--- config.mk ---
export PLATFORM = sky130hd
export DESIGN_NAME = ascon_bdi_pad_flat
export DESIGN_NICKNAME = d
export VERILOG_FILES = /design/src/rtl/ascon_bdi_pad_if.sv /design/src/rtl/ascon_bdi_pad.sv /design/src/flat_wrapper.sv
export SDC_FILE = /design/constraint.sdc
export NUM_CORES = 1
export LEC_CHECK = 0
export CAP_MARGIN = 0
export CORE_MARGIN = 1
export CORE_UTILIZATION = 30
export DETAILED_ROUTE_END_ITERATION = 12
export HOLD_SLACK_MARGIN = 0.02
export PLACE_DENSITY_LB_ADDON = 0.3
export SYNTH_ARGS = -nofsm -noshare
export SYNTH_HDL_FRONTEND = slang
export SYNTH_SLANG_ARGS = --single-unit
--- constraint.sdc ---
create_clock -name clk -period 3.4 [get_ports clk]
set_input_delay 0.68 -clock clk [delete_from_list [all_inputs] [get_ports clk]]
set_output_delay 0.68 -clock clk [all_outputs]
set_load 0.01 [all_outputs]
--- src/rtl/ascon_bdi_pad_if.sv ---
// ascon_bdi_pad_if: host word stream in, padded bdi stream out.
interface ascon_bdi_pad_if #(parameter int CCW = 32);
    logic [CCW-1:0] s_data;
    logic [3:0]     s_keep;
    logic [3:0]     s_type;
    logic           s_last;
    logic           s_eoi;
    logic           s_valid;
    logic           s_ready;
    logic [CCW-1:0] bdi;
    logic [3:0]     bdi_type;
    logic           bdi_eot;
    logic           bdi_eoi;
    logic           bdi_valid;
    logic           bdi_ready;
    modport master (
        output s_data, s_keep, s_type, s_last, s_eoi, s_valid, bdi_ready,
        input  s_ready, bdi, bdi_type, bdi_eot, bdi_eoi, bdi_valid
    );
    modport slave (
        input  s_data, s_keep, s_type, s_last, s_eoi, s_valid, bdi_ready,
        output s_ready, bdi, bdi_type, bdi_eot, bdi_eoi, bdi_valid
    );
endinterface

--- src/rtl/ascon_bdi_pad.sv ---
// ascon_bdi_pad: applies Ascon 10* padding to AD/PTCT words ahead of the core's bdi port.
// Define ASCON_PAD_CHECK_EN to compile in the sticky host-protocol checker driving err_o.
module ascon_bdi_pad #(
    parameter int CCW = 32
) (
    input  logic           clk,
    input  logic           rst_n,
    ascon_bdi_pad_if.slave bus,
    output logic           err_o
);
    localparam logic [3:0] D_NULL  = 4'd0;
    localparam logic [3:0] D_NONCE = 4'd1;
    localparam logic [3:0] D_AD    = 4'd2;
    localparam logic [3:0] D_PTCT  = 4'd3;
    localparam logic [3:0] D_TAG   = 4'd4;
    typedef enum logic {PASS, PAD} state_t;
    state_t         state_q, state_d;
    logic [CCW-1:0] bdi_q, bdi_d, mask, pad_bits, fmt;
    logic [3:0]     type_q, type_d, lat_type_q;
    logic           eot_q, eot_d, eoi_q, eoi_d, valid_q, valid_d, lat_eoi_q;
    logic           free, acc, padded, full_last, pad_load, eot_in;
    assign free      = !valid_q | bus.bdi_ready;
    assign bus.s_ready = (state_q == PASS) & free;
    assign acc       = bus.s_valid & bus.s_ready;
    assign padded    = (bus.s_type == D_AD) | (bus.s_type == D_PTCT);
    assign full_last = padded & bus.s_last & (bus.s_keep == 4'b1111);
    assign pad_load  = (state_q == PAD) & free;
    assign mask      = {{8{bus.s_keep[3]}}, {8{bus.s_keep[2]}}, {8{bus.s_keep[1]}}, {8{bus.s_keep[0]}}};
    // 0x80 lands in the first byte not covered by s_keep; a full word gets no pad here
    assign pad_bits  = (bus.s_keep == 4'b1110) ? 32'h0000_0080 :
                       (bus.s_keep == 4'b1100) ? 32'h0000_8000 :
                       (bus.s_keep == 4'b1000) ? 32'h0080_0000 :
                       (bus.s_keep == 4'b0000) ? 32'h8000_0000 : 32'h0;
    assign fmt       = (padded & bus.s_last) ? ((bus.s_data & mask) | pad_bits) : bus.s_data;
    assign eot_in    = bus.s_last & !full_last;
    always_ff @(posedge clk or negedge rst_n) begin
        if (!rst_n) state_q <= PASS;
        else        state_q <= state_d;
    end
    always_comb state_d = (state_q == PASS) ? ((acc & full_last) ? PAD : PASS) : (free ? PASS : PAD);
    always_comb begin
        bdi_d   = pad_load ? 32'h8000_0000 : acc ? fmt : bdi_q;
        type_d  = pad_load ? lat_type_q : acc ? bus.s_type : type_q;
        eot_d   = pad_load ? 1'b1 : acc ? eot_in : eot_q;
        eoi_d   = pad_load ? lat_eoi_q : acc ? (eot_in & bus.s_eoi) : eoi_q;
        valid_d = acc | pad_load | (valid_q & !bus.bdi_ready);
    end
    always_ff @(posedge clk or negedge rst_n) begin
        if (!rst_n) begin
            bdi_q      <= '0;
            type_q     <= D_NULL;
            eot_q      <= 1'b0;
            eoi_q      <= 1'b0;
            valid_q    <= 1'b0;
            lat_type_q <= D_NULL;
            lat_eoi_q  <= 1'b0;
        end else begin
            bdi_q   <= bdi_d;
            type_q  <= type_d;
            eot_q   <= eot_d;
            eoi_q   <= eoi_d;
            valid_q <= valid_d;
            if (acc & full_last) begin
                lat_type_q <= bus.s_type;
                lat_eoi_q  <= bus.s_eoi;
            end
        end
    end
    assign bus.bdi       = bdi_q;
    assign bus.bdi_type  = type_q;
    assign bus.bdi_eot   = eot_q;
    assign bus.bdi_eoi   = eoi_q;
    assign bus.bdi_valid = valid_q;
`ifdef ASCON_PAD_CHECK_EN
    logic [1:0] cnt_q;
    logic       err_q, nt, bad;
    assign nt  = (bus.s_type == D_NONCE) | (bus.s_type == D_TAG);
    assign bad = !(bus.s_keep inside {4'b1111, 4'b1110, 4'b1100, 4'b1000, 4'b0000})
               | ((bus.s_keep != 4'b1111) & !bus.s_last)
               | (nt & (bus.s_keep != 4'b1111))
               | (nt & bus.s_last & (cnt_q != 2'd3));
    always_ff @(posedge clk or negedge rst_n) begin
        if (!rst_n) begin
            cnt_q <= 2'd0;
            err_q <= 1'b0;
        end else begin
            if (acc & nt) cnt_q <= bus.s_last ? 2'd0 : cnt_q + 2'd1;
            err_q <= err_q | (acc & bad);
        end
    end
    assign err_o = err_q;
`else
    assign err_o = 1'b0;
`endif
endmodule

--- src/flat_wrapper.sv ---
// flat-port wrapper written by rule: the top's interface ports become plain ports
module ascon_bdi_pad_flat 
#(
    parameter int CCW = 32
)
  (clk, rst_n, err_o, bus_s_data, bus_s_keep, bus_s_type, bus_s_last, bus_s_eoi, bus_s_valid, bus_bdi_ready, bus_s_ready, bus_bdi, bus_bdi_type, bus_bdi_eot, bus_bdi_eoi, bus_bdi_valid);
  ascon_bdi_pad_if #(.CCW(CCW)) bus_i ();
  input  logic clk;
  input  logic rst_n;
  output logic err_o;
  input wire logic [$bits(bus_i.s_data)-1:0] bus_s_data;
  input wire logic [$bits(bus_i.s_keep)-1:0] bus_s_keep;
  input wire logic [$bits(bus_i.s_type)-1:0] bus_s_type;
  input wire logic [$bits(bus_i.s_last)-1:0] bus_s_last;
  input wire logic [$bits(bus_i.s_eoi)-1:0] bus_s_eoi;
  input wire logic [$bits(bus_i.s_valid)-1:0] bus_s_valid;
  input wire logic [$bits(bus_i.bdi_ready)-1:0] bus_bdi_ready;
  output wire logic [$bits(bus_i.s_ready)-1:0] bus_s_ready;
  output wire logic [$bits(bus_i.bdi)-1:0] bus_bdi;
  output wire logic [$bits(bus_i.bdi_type)-1:0] bus_bdi_type;
  output wire logic [$bits(bus_i.bdi_eot)-1:0] bus_bdi_eot;
  output wire logic [$bits(bus_i.bdi_eoi)-1:0] bus_bdi_eoi;
  output wire logic [$bits(bus_i.bdi_valid)-1:0] bus_bdi_valid;
  assign bus_i.s_data = bus_s_data;
  assign bus_i.s_keep = bus_s_keep;
  assign bus_i.s_type = bus_s_type;
  assign bus_i.s_last = bus_s_last;
  assign bus_i.s_eoi = bus_s_eoi;
  assign bus_i.s_valid = bus_s_valid;
  assign bus_i.bdi_ready = bus_bdi_ready;
  assign bus_s_ready = bus_i.s_ready;
  assign bus_bdi = bus_i.bdi;
  assign bus_bdi_type = bus_i.bdi_type;
  assign bus_bdi_eot = bus_i.bdi_eot;
  assign bus_bdi_eoi = bus_i.bdi_eoi;
  assign bus_bdi_valid = bus_i.bdi_valid;
  ascon_bdi_pad #(.CCW(CCW)) u_core (.clk(clk), .rst_n(rst_n), .bus(bus_i), .err_o(err_o));
endmodule
==> summary.md <==
| Metric | Value |
|---|---|
| Antenna viol nets, final | `0` |
| Syn nets | `190` |
| Clock group share of total power | `0.247` |
| Asr flop ratio synth | `1.00` |
| Initial antenna violation count | `0` |
| Power, Total | `0.00127 W` |
| Post-CTS setup buffers | `0` |
| Final setup vio count | `0` |
| Seq cells post-synth | `45` |
| Final TNS setup | `0 ns` |
| CTS Root Cell | `clkbuf_8` |
| Boundary pin count | `87` |
| Die height | `79.4 um` |
| Pre-antenna DRT Iters | `4` |
| Switching Share | `0.259` |
| Number of diodes | `0` |
| Leak | `1.24 nW` |
| Sw Pwr | `0.000328 W` |
| All-Layer GR Usage | `0.149` |
| Core area | `5640 um2` |
| Vias in the first global route | `1410` |
| Worst Hold End | `u_core.bus.bdi[7]` |
| Routed wl met2 | `2.06 mm` |
| Hold depth | `2` |
| Worst Tran Pin Value | `0.961 ns` |
| Launching point of the worst reg2reg path | `u_core.state_q` |
| Total CTS buffers | `5` |
| Max Clock Freq | `0.393 GHz` |
| Crit-path max FO | `3` |
| Via count | `1447` |
| Vias/cell | `4.76` |
| Port buffer count | `85` |
| DP Wirelength | `3.23 mm` |
| Post-synth EDFFs | `0` |
| CTS tree | `built` |
| Die Span X | `79.4 um` |
| Max Transition Viols Final | `0` |
| Worst skew pair latency | `0.29 ns` |
| Placed insts | `296` |
| Area delta synth->final | `55.1%` |
| Crit. End Element | `primary output` |
| Largest area contributor in the netlist | `dfrtp_1` |
| Clock transition at the registers of the reported paths | `0.08 ns` |
| Synth top area share | `0.626` |
| Total grt overflow | `0` |
| Met3 wire length | `224 um` |
| Comb power frac | `0.255` |
| M1 WL | `2.00 mm` |
| CTS Hold Buffers Added | `0` |
| Share of the yosys chip area belonging to registers | `0.626` |
| Crit path kind | `input pin to primary output` |
| Initial DRC Count | `69` |
| Sequential Power Share | `0.498` |
| Mapped Avg Cell Area | `12.5 um2` |
| First-pass GRT wire length | `7.04 mm` |
| Pin count of the biggest net entering global routing | `46` |
| Routability cong. | `0.750` |
| Min-delay src | `u_core.bus.bdi[7]` |
| CP Data Arrival Time | `1.86 ns` |
| Status | `complete, no violations` |
| CTS sink count | `45` |
| Final hold vios | `0` |
| Largest cells by area after synthesis | `dfrtp_1 63%, a22o_1 13%, nor2_1 2.3%, o21ai_0 1.9%, a21oi_1 1.7%` |
| Final hold slack | `0.484 ns` |
| Reg2reg end | `u_core.bus.bdi[30]` |
| H-tree depth | `2` |
| Tmin final | `2.54 ns` |
| Cell variety after synth | `33` |
| Initial core utilization | `0.319` |
| Hold Path Class | `register to register` |
| Nets | `277` |
| Syn Inst Count | `144` |
| Max clock buf depth | `2` |
| CTS resizes | `0` |
| Fin crit share | `0.748` |
| R2r setup slk | `1.68 ns` |
| Worst vdd ir | `0.184 mV` |
| RSZ-0062 raised after global routing | `no` |
| YS warnings | `0` |
| Worst Skew | `0.00728 ns` |
| Required @ worst endpoint | `2.72 ns` |
| R2R depth | `3` |
| Core Util, Final | `0.495` |
| Residual DRC | `0` |
| CP startpoint kind | `input pin` |
| Layout cells sized above 1 | `0.0733` |
| Max_cap viols | `0` |
| DR WL/cell | `14.4 um` |
| Total Wirelength | `4.37 mm` |
| Row cnt | `27` |
| Top Metal Used | `met4` |
| Worst relative slew slack | `0.359` |
| Mapped Area | `1800 um2` |
| Int Power | `0.000939 W` |
| PwrDens | `454 nW/um2` |
| Die Area | `6310 um2` |
| Top FF cell, synth | `dfrtp_1` |
| Post-Layout Cell Count | `304` |
## per-stage QoR
stage / cell area, um2 / setup WS, ns
after floorplan: 1800 / 1.70
after global placement: 2710 / 0.883
after detailed placement: 2710 / 0.845
after CTS: 2790 / 0.846
after global routing: 2790 / 0.772
final: 2790 / 0.858
## kinds of logic (layout without fill, tap and decap cells)
kind of cell | after synthesis | count (layout) | synth area share
buffers and inverters | 11 | 99 | 0.0299
other | 1 | 1 | 0.00208
AO/OA/AOI/OAI | 51 | 51 | 0.211
multiplexers | 4 | 4 | 0.0236
AND/OR/NAND/NOR | 32 | 32 | 0.107
flip-flops | 45 | 45 | 0.626
## synthesized netlist by cell type (2+ instances only)
master,number
a22o_1,27
dfrtp_1,45
o21ai_0,7
mux2i_1,2
nand3_1,2
nor2_1,11
buf_4,2
a22oi_1,2
nand2_1,5
buf_2,4
and2b_1,2
inv_1,5
mux2_2,2
o22ai_1,4
a21oi_1,6
## power groups by stage
stage                     clock network (W)  logic (W)  registers [W]
final                              0.000313   0.000323       0.000631
after detailed placement                  0   0.000329       0.000641
after floorplan                           0  0.0000873       0.000670
after global placement                    0   0.000324       0.000641
after global routing               0.000349   0.000349       0.000639
after CTS                          0.000325   0.000329       0.000632
## worst max-delay path: stages
cell	delay (ns)
clkdlybuf4s50_1	0.48
nor2b_1	0.07
nor2_1	0.09
clkdlybuf4s50_1	0.55
## layout by cell type (no fill, tap or decap), drive strengths merged, types with 4 or more instances in the layout
cell type / instances
a21oi: 6
inv: 5
clkdlybuf4s50: 84
a22o: 27
nor2: 11
o21ai: 8
o22ai: 4
clkbuf: 6
dfrtp: 45
nand2: 6
## layout make-up
| cell class | count | area [um2] |
|---|---|---|
| multi-input combinational | 88 | 619 |
| clock inverter | 2 | 10.0 |
| timing repair buffer | 86 | 853 |
| fill | 517 | 2850 |
| inverter | 5 | 18.8 |
| clock buffer | 6 | 72.6 |
| sequential | 45 | 1130 |
| tap | 72 | 90.1 |
## per-layer routing
metal  track usage  vias to the layer above
met3        0.0286                        9
met2         0.226                       52
met1         0.202                      687
li1              -                      699
met5             0                        -
met4        0.0709                        0
## worst max path at each step
stage	from	to	slack (ns)	cells past startpoint
2_1_floorplan	bus_s_type[2]	u_core.lat_eoi_q	1.70	4
5_1_grt	bus_bdi_ready	bus_s_ready	0.77	4
4_1_cts	bus_bdi_ready	bus_s_ready	0.85	4
6_report	bus_bdi_ready	bus_s_ready	0.86	4
3_5_place_dp	bus_bdi_ready	bus_s_ready	0.84	4
3_3_place_gp	bus_bdi_ready	bus_s_ready	0.88	4
## flip-flops by register name (all words and copies together) (netlist names)
name	flops
u_core.bus.bdi	32
u_core.bus.bdi_eoi	1
u_core.bus.bdi_eot	1
u_core.bus.bdi_type	4
u_core.bus.bdi_valid	1
u_core.lat_eoi_q	1
u_core.lat_type_q	4
u_core.state_q	1
No activity file was read; power rests on OpenSTA's default activity.
